File: config.mk
export PLATFORM = sky130hd
export DESIGN_NAME = wb_spi_slave
export DESIGN_NICKNAME = d
export VERILOG_FILES = /design/src/rtl/wb_spi_slave_pkg.sv /design/src/rtl/wb_spi_slave_sync.sv /design/src/rtl/wb_spi_slave.sv
export SDC_FILE = /design/constraint.sdc
export NUM_CORES = 1
export LEC_CHECK = 0
export CORE_ASPECT_RATIO = 1.25
export CORE_MARGIN = 2
export CORE_UTILIZATION = 40
export CTS_CLUSTER_DIAMETER = 150
export DETAILED_ROUTE_END_ITERATION = 8
export GPL_TIMING_DRIVEN = 0
export PLACE_DENSITY = 0.8
export SKIP_CTS_REPAIR_TIMING = 1
export SLEW_MARGIN = 20
export SYNTH_ARGS = -nofsm -noshare
export SYNTH_HDL_FRONTEND = slang
export SYNTH_SLANG_ARGS = --single-unit
File: constraint.sdc
create_clock -name clk -period 2.02 [get_ports clk]
set_input_delay 0.404 -clock clk [delete_from_list [all_inputs] [get_ports clk]]
set_output_delay 0.404 -clock clk [all_outputs]
set_load 0.005 [all_outputs]
File: src/rtl/wb_spi_slave_pkg.sv
`default_nettype none
// ============================================================================
// Package     : wb_spi_pkg
// Description : Shared definitions for the Wishbone SPI responder:
//               register offsets (word index, wb_adr_i[5:2]), STATUS and
//               CTRL bit positions, and the frame FSM state encoding.
// Revision    : 1.0 - initial release
// ============================================================================
package wb_spi_pkg;

  // Register word offsets
  localparam logic [3:0] REG_RX   = 4'h0;
  localparam logic [3:0] REG_TX   = 4'h1;
  localparam logic [3:0] REG_STAT = 4'h2;
  localparam logic [3:0] REG_CTRL = 4'h3;

  // STATUS bit positions
  localparam int ST_RX_FULL   = 0;
  localparam int ST_TX_EMPTY  = 1;
  localparam int ST_CS_ACTIVE = 2;
  localparam int ST_OVERRUN   = 3;
  localparam int ST_UNDERRUN  = 4;

  // CTRL bit positions
  localparam int CT_EN     = 0;
  localparam int CT_RX_IE  = 1;
  localparam int CT_TX_IE  = 2;
  localparam int CT_ERR_IE = 3;

  // Frame FSM encoding
  typedef enum logic [0:0] {
    FSM_IDLE   = 1'b0,
    FSM_ACTIVE = 1'b1
  } frame_state_t;

endpackage
`default_nettype wire

File: src/rtl/wb_spi_slave_sync.sv
`default_nettype none
// ============================================================================
// Module      : spi_sync
// Description : N-stage flop synchronizer for one asynchronous input.
//               Fewer than two stages is never built; the depth is clamped.
// Ports       : clk   - system clock
//               rst_n - asynchronous active-low reset
//               i_d   - asynchronous input
//               o_q   - synchronized output (reset value RST_VAL)
// Revision    : 1.0 - initial release
// ============================================================================
module spi_sync #(
  parameter int   STAGES  = 2,
  parameter logic RST_VAL = 1'b0
) (
  input  logic clk,
  input  logic rst_n,
  input  logic i_d,
  output logic o_q
);

  localparam int N = (STAGES < 2) ? 2 : STAGES;

  logic [N-1:0] r_sync;

  always_ff @(posedge clk or negedge rst_n) begin
    if (!rst_n) begin
      r_sync <= {N{RST_VAL}};
    end else begin
      r_sync <= {r_sync[N-2:0], i_d};
    end
  end

  assign o_q = r_sync[N-1];

endmodule
`default_nettype wire

File: src/rtl/wb_spi_slave.sv
`default_nettype none
// ============================================================================
// Module      : wb_spi_slave
// Description : SPI mode-0 responder, 8-bit MSB-first frames, with a
//               Wishbone register port (RX/TX byte buffers, STATUS, CTRL)
//               and a registered level interrupt.
// Ports       : clk, reset (async, active low)
//               wb_*      - Wishbone slave port, one wait state per access
//               spi_sck/spi_cs_n/spi_mosi - asynchronous SPI inputs
//               spi_miso/spi_miso_oe      - data to master and pad enable
//               irq       - level interrupt
// Revision    : 1.0 - initial release
// ============================================================================
module wb_spi_slave
  import wb_spi_pkg::*;
#(
  parameter int         SYNC_STAGES = 2,
  parameter logic [7:0] IDLE_TX     = 8'hFF
) (
  input  logic        clk,
  input  logic        reset,
  input  logic [31:0] wb_adr_i,
  input  logic [31:0] wb_dat_i,
  output logic [31:0] wb_dat_o,
  input  logic [3:0]  wb_sel_i,
  input  logic        wb_cyc_i,
  input  logic        wb_stb_i,
  input  logic        wb_we_i,
  output logic        wb_ack_o,
  input  logic        spi_sck,
  input  logic        spi_cs_n,
  input  logic        spi_mosi,
  output logic        spi_miso,
  output logic        spi_miso_oe,
  output logic        irq
);

  logic w_sck, w_cs_n, w_mosi;

  spi_sync #(.STAGES(SYNC_STAGES), .RST_VAL(1'b0)) u_sync_sck (
    .clk(clk), .rst_n(reset), .i_d(spi_sck), .o_q(w_sck));
  spi_sync #(.STAGES(SYNC_STAGES), .RST_VAL(1'b1)) u_sync_cs (
    .clk(clk), .rst_n(reset), .i_d(spi_cs_n), .o_q(w_cs_n));
  spi_sync #(.STAGES(SYNC_STAGES), .RST_VAL(1'b0)) u_sync_mosi (
    .clk(clk), .rst_n(reset), .i_d(spi_mosi), .o_q(w_mosi));

  // Registers
  frame_state_t r_state, w_state_nxt;
  logic         r_sck_prev, r_cs_prev;
  logic [7:0]   r_tx_shift, r_tx_buf, r_rx_buf;
  logic [6:0]   r_rx_shift;
  logic [2:0]   r_bitcnt;
  logic         r_miso, r_miso_oe, r_irq, r_ack;
  logic         r_rx_full, r_tx_empty, r_overrun, r_underrun;
  logic [3:0]   r_ctrl;
  logic [31:0]  r_dat;

  // Combinational
  logic        w_start, w_stop, w_cs_fall, w_edge_ok, w_rise, w_fall;
  logic        w_load, w_rx_done;
  logic [7:0]  w_load_byte, w_rx_byte;
  logic        w_acc, w_rx_rd, w_tx_wr, w_stat_wr, w_ctrl_wr;
  logic [3:0]  w_reg;
  logic [31:0] w_rd_data;
  logic        w_unused;

  assign w_unused = &{1'b0, wb_sel_i, wb_adr_i[31:6], wb_adr_i[1:0], wb_dat_i[31:8]};

  // Edge detection on the last two synchronized samples
  assign w_cs_fall = r_cs_prev & ~w_cs_n;
  // w_stop covers cs_n high or en low, so an active, non-stopping frame
  // already implies cs_n=0 and en=1.
  assign w_edge_ok = (r_state == FSM_ACTIVE) & ~w_stop;
  assign w_rise    = w_edge_ok & ~r_sck_prev &  w_sck;
  assign w_fall    = w_edge_ok &  r_sck_prev & ~w_sck;

  // A TX load happens at frame start and on the fall after each full byte
  assign w_load      = w_start | (w_fall & (r_bitcnt == 3'd0));
  assign w_load_byte = r_tx_empty ? IDLE_TX : r_tx_buf;
  assign w_rx_done   = w_rise & (r_bitcnt == 3'd7);
  assign w_rx_byte   = {r_rx_shift, w_mosi};

  // Wishbone decode: only the first cycle of a strobe is an access
  assign w_acc     = wb_cyc_i & wb_stb_i & ~r_ack;
  assign w_reg     = wb_adr_i[5:2];
  assign w_rx_rd   = w_acc & ~wb_we_i & (w_reg == REG_RX);
  assign w_tx_wr   = w_acc &  wb_we_i & (w_reg == REG_TX);
  assign w_stat_wr = w_acc &  wb_we_i & (w_reg == REG_STAT);
  assign w_ctrl_wr = w_acc &  wb_we_i & (w_reg == REG_CTRL);

  always_comb begin
    w_rd_data = 32'd0;
    case (w_reg)
      REG_RX:   w_rd_data = {24'd0, r_rx_buf};
      REG_STAT: w_rd_data = {27'd0, r_underrun, r_overrun, ~w_cs_n, r_tx_empty, r_rx_full};
      REG_CTRL: w_rd_data = {28'd0, r_ctrl};
      default:  w_rd_data = 32'd0;
    endcase
  end

  // Frame FSM
  always_ff @(posedge clk or negedge reset) begin
    if (!reset) begin
      r_state <= FSM_IDLE;
    end else begin
      r_state <= w_state_nxt;
    end
  end

  always_comb begin
    w_state_nxt = r_state;
    w_start     = 1'b0;
    w_stop      = 1'b0;
    case (r_state)
      FSM_IDLE: begin
        if (w_cs_fall && r_ctrl[CT_EN]) begin
          w_state_nxt = FSM_ACTIVE;
          w_start     = 1'b1;
        end
      end
      FSM_ACTIVE: begin
        if (w_cs_n || !r_ctrl[CT_EN]) begin
          w_state_nxt = FSM_IDLE;
          w_stop      = 1'b1;
        end
      end
      default: w_state_nxt = FSM_IDLE;
    endcase
  end

  // Shift path
  always_ff @(posedge clk or negedge reset) begin
    if (!reset) begin
      r_sck_prev <= 1'b0;
      r_cs_prev  <= 1'b1;
      r_tx_shift <= IDLE_TX;
      r_rx_shift <= 7'd0;
      r_bitcnt   <= 3'd0;
      r_miso     <= 1'b1;
      r_miso_oe  <= 1'b0;
    end else begin
      r_sck_prev <= w_sck;
      r_cs_prev  <= w_cs_n;
      if (w_stop) begin
        r_miso_oe <= 1'b0;
        r_bitcnt  <= 3'd0;
        r_miso    <= 1'b1;
      end else begin
        if (w_start) begin
          r_miso_oe <= 1'b1;
          r_bitcnt  <= 3'd0;
        end
        // MISO is registered from the next shift value so the first bit
        // appears in the same cycle the shifter loads.
        if (w_load) begin
          r_tx_shift <= w_load_byte;
          r_miso     <= w_load_byte[7];
        end else if (w_fall) begin
          r_tx_shift <= {r_tx_shift[6:0], 1'b0};
          r_miso     <= r_tx_shift[6];
        end
        if (w_rise) begin
          r_rx_shift <= w_rx_byte[6:0];
          r_bitcnt   <= r_bitcnt + 3'd1;
        end
      end
    end
  end

  // Buffers, flags, control, interrupt
  always_ff @(posedge clk or negedge reset) begin
    if (!reset) begin
      r_rx_buf   <= 8'd0;
      r_rx_full  <= 1'b0;
      r_tx_buf   <= IDLE_TX;
      r_tx_empty <= 1'b1;
      r_overrun  <= 1'b0;
      r_underrun <= 1'b0;
      r_ctrl     <= 4'd0;
      r_irq      <= 1'b0;
    end else begin
      if (w_ctrl_wr) r_ctrl <= wb_dat_i[3:0];
      // W1C first so a same-cycle error event below takes priority
      if (w_stat_wr && wb_dat_i[ST_OVERRUN])  r_overrun  <= 1'b0;
      if (w_stat_wr && wb_dat_i[ST_UNDERRUN]) r_underrun <= 1'b0;
      if (w_rx_rd) r_rx_full <= 1'b0;
      if (w_rx_done) begin
        if (r_rx_full && !w_rx_rd) begin
          r_overrun <= 1'b1;
        end else begin
          r_rx_buf  <= w_rx_byte;
          r_rx_full <= 1'b1;
        end
      end
      if (w_load) begin
        if (r_tx_empty) r_underrun <= 1'b1;
        r_tx_empty <= 1'b1;
      end
      // A same-cycle CPU write lands after the load consumed the old byte
      if (w_tx_wr) begin
        r_tx_buf   <= wb_dat_i[7:0];
        r_tx_empty <= 1'b0;
      end
      r_irq <= (r_ctrl[CT_RX_IE] & r_rx_full) | (r_ctrl[CT_TX_IE] & r_tx_empty) |
               (r_ctrl[CT_ERR_IE] & (r_overrun | r_underrun));
    end
  end

  // Wishbone response
  always_ff @(posedge clk or negedge reset) begin
    if (!reset) begin
      r_ack <= 1'b0;
      r_dat <= 32'd0;
    end else begin
      r_ack <= wb_cyc_i & wb_stb_i;
      if (w_acc && !wb_we_i) r_dat <= w_rd_data;
    end
  end

  assign wb_dat_o    = r_dat;
  assign wb_ack_o    = wb_cyc_i & wb_stb_i & r_ack;
  assign spi_miso    = r_miso;
  assign spi_miso_oe = r_miso_oe;
  assign irq         = r_irq;

endmodule
`default_nettype wire

==> results.yml, run 1 <==
sta:
  maxSlewViolCount: 0
  fin_ws_ps: 28.9
  rsz0062_at_grt: "false"
  fmaxAchievable_mhz: 502
  setup_violations: 0
  skew_ps: 7.39
  period_minus_slack_ps: 1990
  maxSlewHeadroom: 0.540
  hold_ws_ps: 58.8
  hold_violations: 0
  tightest_slew_ps: 684
  fin_crit_sh: 0.986
global_route:
  grt_usage: 0.143
  grt_pass1_vias: 1836
  antenna_found_initial: 0
  grt_max_degree: 63
  overflow: 0
  grt_pass1_wl_mm: 8.56
critical_path:
  critical_path.most_common_cell: "or3_4"
  max_stage_delay_ps: 440
  startpoint_type: "input pin"
  critPathTopFamily: "simple AND/OR/NAND/NOR gates"
  cp_slowest_cell: "clkdlybuf4s50_1"
  reg2reg_depth: 5
  worstPathMaxFanout: 4
  cp-end-kind: "flop"
  required_ps: 2240
  critical_path.cell_chain: "clkdlybuf4s50_1 -> or3_4 -> or3_4 -> a21oi_4 -> buf_4 -> mux2_2"
  r2r_setup_slack_ps: 180
  rr_endpoint: "r_rx_buf[3]$_DFFE_PN0P_"
  arrival_ps: 2220
  cp_num_buf_inv: 2
  reg2reg_from: "r_ack$_DFF_PN0_"
  crit_type: "in -> reg"
routing:
  drtAntennaViolNets: 0
  viasPerCell: 4.67
  wl_mm: 5.17
  route.detailed.drc: 0
  num_vias: 1840
  drt_iter0_drc: 83
  wl_per_cell_microns: 13.1
  drt_first_pass_iters: 6
cells_and_area:
  fin_area_sq_um: 3570
  fin_nets: 378
  finalNonFillerCells: 394
  syn_to_final_growth_pct: 28.2
  drive_above_1_share: 0.319
  diodes: 0
outcome:
  outcome: "finished clean"
clocking:
  h-tree-depth: 3
  cts-root-buf: "clkbuf_8"
  cts_made_buffers: 9
  clk_latency_ps: 330
  clk_pin_slew_ps: 70
  cts_buffer_depth: 2
  cts_sinks: 62
  cts_tree: "built"
min_path:
  hold_class: "in -> async"
floorplanning:
  dieArea_sq_um: 7660
  coreArea_sq_um: 6850
  die_x_microns: 78.7
  num_rows: 34
  io_pins: 112
  start_util: 0.407
  die_height_microns: 97.3
place:
  postPlaceCellArea_sq_um: 3310
  pre_cts_slack_ps: -434
  dp_hpwl_mm: 3.79
  gp_congestion: 0.823
  io_buffer_count: 30
  placed_cells: 374
power_and_ir_drop:
  total_power_mw: 3.04
  p_leak_nw: 1.67
  peakVddDrop_mv: 0.336
  p_per_area_nw_per_um2: 850
synthesis:
  avgSynthCellArea_sq_um: 12.1
  syn-cell-area_sq_um: 2790
  netlist_top_cells_area: "dfrtp_1, dfstp_2, mux2_2"
  synth_cell_types: 35
  ys_warn_count: 0
  synth_top_area_share: 0.377
  postSynthCellCount: 230
  synth.ff_latch_count: 62
  synth_top_area_cell: "dfrtp_1"
  ys_seq_area_frac: 0.566
run:
  drv_cap: 0
==> cells in the final DEF, fill, tap and decap left out, types with 5 or more instances in the layout <==
cell type and instances:
dfstp_2 20, buf_4 27, clkdlybuf4s50_1 27, nand2_1 13, mux2_2 22, nor2b_1 10, clkbuf_1 8, o21ai_0 9
o31ai_1 9, mux2i_1 5, dfrtp_1 42, clkbuf_8 10, nand3_1 9, inv_1 6, conb_1 24, nor2_1 5
nor3_1 8, mux2_4 5, a22o_1 8
==> worst register-to-register path, stage by stage, from the launching register on <==
cell	delay (ps)
dfrtp_1	390
nand4bb_1	250
or3_4	430
a21oi_4	210
buf_4	150
mux2_2	310
==> state kept, by name, indices dropped and copies added, names as in the netlist, 2 cells and up <==
| signal | cells |
|---|---|
| r_bitcnt | 3 |
| u_sync_sck.r_sync | 2 |
| wb_dat_o | 8 |
| r_rx_buf | 8 |
| r_tx_shift | 7 |
| u_sync_mosi.r_sync | 2 |
| u_sync_cs.r_sync | 2 |
| r_rx_shift | 7 |
| r_ctrl | 4 |
| r_tx_buf | 8 |
==> through the flow <==
stage / utilization / setup TNS [ps]
2_1_floorplan: - / 0
3_3_place_gp: 0.480 / -69870
3_5_place_dp: 0.484 / -4040
4_1_cts: 0.512 / -557
5_1_grt: 0.522 / 0
6_report: 0.522 / 0
==> how the worst max path moves through the flow <==
| stage | end | depth (start not counted) | start | slack, ps |
|---|---|---|---|---|
| after floorplan | r_rx_buf[0]$_DFFE_PN0P_ | 4 | wb_adr_i[2] | 160 |
| after global placement | r_rx_shift[6]$_DFFE_PN0P_ | 1 | reset | -1280 |
| after detailed placement | r_rx_buf[1]$_DFFE_PN0P_ | 5 | wb_adr_i[2] | -430 |
| after CTS | r_rx_buf[1]$_DFFE_PN0P_ | 5 | wb_adr_i[2] | -90 |
| after global routing | r_rx_buf[7]$_DFFE_PN0P_ | 6 | wb_adr_i[5] | 5 |
| final | r_rx_buf[3]$_DFFE_PN0P_ | 6 | wb_adr_i[5] | 30 |
==> report_power, final <==
group          leakage, nW  internal (mW)  switching, mW
combinational        0.803          0.239          0.201
clock               0.0964          0.600          0.454
sequential           0.772           1.45         0.0937
total                 1.67           2.29          0.749
==> routing by layer <==
metal | GRT usage | vias up | share of wire
met4 | 0.0526 | 0 | 0.015
met3 | 0.0400 | 9 | 0.044
met2 | 0.238 | 38 | 0.50
li1 | - | 900 | -
met5 | 0 | - | 0
met1 | 0.176 | 893 | 0.44
==> final cells by class <==
| cell class | count | area [sq um] |
|---|---|---|
| Buffer | 32 | 211 |
| Multi-Input combinational cell | 153 | 1090 |
| Clock inverter | 4 | 47.5 |
| Fill cell | 575 | 3280 |
| Inverter | 6 | 22.5 |
| Sequential cell | 62 | 1580 |
| Clock buffer | 12 | 145 |
| Tap cell | 90 | 113 |
| Timing Repair Buffer | 35 | 368 |
==> synth_stat cells <==
cell	n
o21ai_1	1
dfrtp_1	42
mux2i_1	5
nand2_1	13
clkbuf_1	7
nand3_1	9
nor2b_1	11
nand4bb_1	1
and3_1	1
o21ai_0	9
nand4_1	1
a22oi_1	2
nand2b_1	1
conb_1	1
inv_1	6
a21oi_4	1
and2_1	1
nor4_1	1
o31ai_1	9
dfstp_2	20
a21oi_1	3
nand4b_1	2
buf_4	24
buf_1	1
mux2_2	27
nor4bb_1	1
a22o_1	8
ha_1	3
nor2_1	5
nor3_1	8
o2bb2ai_1	1
or3_4	2
and4b_1	1
and3b_1	1
o21a_1	1
==> cells by family (layout without fill, tap and decap cells) <==
logic type      count (synthesis)  in the layout  share of synthesized area
other cells                     1             24                    0.00135
mux                            32             32                      0.127
simple gates                   59             59                      0.119
flops                          62             62                      0.566
compound gates                 35             35                     0.0898
buf+inv                        38             89                     0.0835
fa+ha+maj                       3              3                     0.0135
Note: power is estimated with default switching activity, not from simulation.
==> run 2: changes to the inputs <==
clock period = 2.6 ns   (was 2.02 ns; I/O delays follow)
==> results.yml, run 2 (synthesis gave the netlist of run 1 again) <==
sta:
  hold_ws_ps: 173
  hold_violations: 0
  rsz0062_at_grt: "false"
  skew_ps: 8.24
  tightest_slew_ps: 684
  fin_crit_sh: 0.852
  maxSlewHeadroom: 0.540
  fmaxAchievable_mhz: 452
  maxSlewViolCount: 0
  period_minus_slack_ps: 2210
  setup_violations: 0
floorplanning:
  die_x_microns: 78.7
  start_util: 0.407
  die_height_microns: 97.3
  num_rows: 34
  io_pins: 112
  coreArea_sq_um: 6850
  dieArea_sq_um: 7660
clocking:
  cts-root-buf: "clkbuf_8"
  cts_tree: "built"
  cts_made_buffers: 9
  clk_pin_slew_ps: 60
  h-tree-depth: 3
  clk_latency_ps: 340
  cts_buffer_depth: 2
  cts_sinks: 62
routing:
  wl_mm: 5.10
  num_vias: 1812
  drtAntennaViolNets: 0
  drt_iter0_drc: 92
  route.detailed.drc: 0
  wl_per_cell_microns: 13.1
  drt_first_pass_iters: 4
  viasPerCell: 4.65
power_and_ir_drop:
  p_comb_frac: 0.144
  p_sw_frac: 0.247
  p_per_area_nw_per_um2: 673
  peakVddDrop_mv: 0.262
  p_clk_frac: 0.348
  power_switching_mw: 0.582
  sequentialPowerShare: 0.508
  internal_power_mw: 1.78
  p_leak_nw: 1.62
cells_and_area:
  diodes: 0
  syn_to_final_growth_pct: 25.7
  fin_area_sq_um: 3500
  nFillCells: 587
  fin_nets: 374
  seqCellArea_sq_um: 1580
  final_common_cell: "dfrtp_1"
  layout_common_cells: "dfrtp_1, clkdlybuf4s50_1, mux2_2"
  multiInputGateArea_sq_um: 1060
  drive_above_1_share: 0.300
critical_path:
  rr_endpoint: "r_underrun$_DFF_PN0_"
  startpoint_type: "input pin"
  r2r_setup_slack_ps: 690
  cp-end-kind: "flop"
  reg2reg_from: "u_sync_cs.r_sync[1]$_DFF_PN1_"
  required_ps: 2820
  arrival_ps: 2430
  worstPathMaxFanout: 8
  reg2reg_depth: 5
  crit_type: "in -> reg"
place:
  dp_hpwl_mm: 3.79
  postPlaceCellArea_sq_um: 3310
  gp_congestion: 0.823
  io_buffer_count: 30
global_route:
  grt_pass1_wl_mm: 8.56
  grt_usage: 0.143
  grt_pass1_vias: 1836
  grt_max_degree: 63
  antenna_found_initial: 0
  overflow: 0
outcome:
  outcome: "finished clean"
min_path:
  hold_class: "in -> async"
run:
  drv_cap: 0
run 2: cell count changes in the layout (fill, tap and decap cells not counted), moves of 2 or more:
cell / change
buf_6: -2
mux2_2: +5
dlymetal6s2s_1: -2
buf_4: -2
clkdlybuf4s50_1: +2
mux2_4: -5
run 2: power by group through the flow:
stage / registers (mW) / logic, mW / clock network (mW)
after floorplan: 1.19 / 0.204 / 0
after global placement: 1.21 / 0.329 / 0
after detailed placement: 1.21 / 0.346 / 0
after CTS: 1.20 / 0.346 / 0.841
after global routing: 1.22 / 0.382 / 0.877
final: 1.20 / 0.340 / 0.822
run 2: metrics by stage:
stage / cells / total power [mW] / setup TNS (ps) / utilization / setup slack [ps]
after detailed placement: 374 / 1.56 / 0 / 0.484 / 30.4
final: 390 / 2.36 / 0 / 0.512 / 386
after global routing: 390 / 2.47 / 0 / 0.512 / 337
after CTS: 390 / 2.39 / 0 / 0.512 / 377
after global placement: 373 / 1.54 / -37500 / 0.480 / -814
after floorplan: 253 / 1.40 / 0 / - / 629
run 2: critical path, stage by stage:
cell and delay, ps:
clkdlybuf4s50_1 460, or3_4 430, or3_4 360, a21oi_4 290
mux2_2 370
run 2: how the worst max path moves through the flow:
stage / start / slack [ps] / end / cells past startpoint
after detailed placement: wb_adr_i[2] / 30 / r_rx_buf[1]$_DFFE_PN0P_ / 5
final: wb_adr_i[2] / 390 / r_rx_buf[1]$_DFFE_PN0P_ / 5
after CTS: wb_adr_i[2] / 380 / r_rx_buf[1]$_DFFE_PN0P_ / 5
after floorplan: wb_adr_i[2] / 630 / r_rx_buf[0]$_DFFE_PN0P_ / 4
after global placement: reset / -810 / r_rx_shift[6]$_DFFE_PN0P_ / 1
after global routing: wb_adr_i[2] / 340 / r_rx_buf[1]$_DFFE_PN0P_ / 5
run 2: routing by layer:
metal | up-vias | routed length [microns] | track usage
met5 | - | 0 | 0
met4 | 0 | 83 | 0.0526
met3 | 11 | 216 | 0.0400
met2 | 36 | 2590 | 0.238
met1 | 875 | 2210 | 0.176
li1 | 890 | - | -
run 2: layout make-up:
type | instances | area share
Sequential cell | 62 | 0.450
Multi-Input combinational cell | 153 | 0.304
Timing Repair Buffer | 31 | 0.0928
Buffer | 32 | 0.0600
Clock buffer | 12 | 0.0414
Tap cell | 90 | 0.0321
Clock inverter | 4 | 0.0136
Inverter | 6 | 0.00643
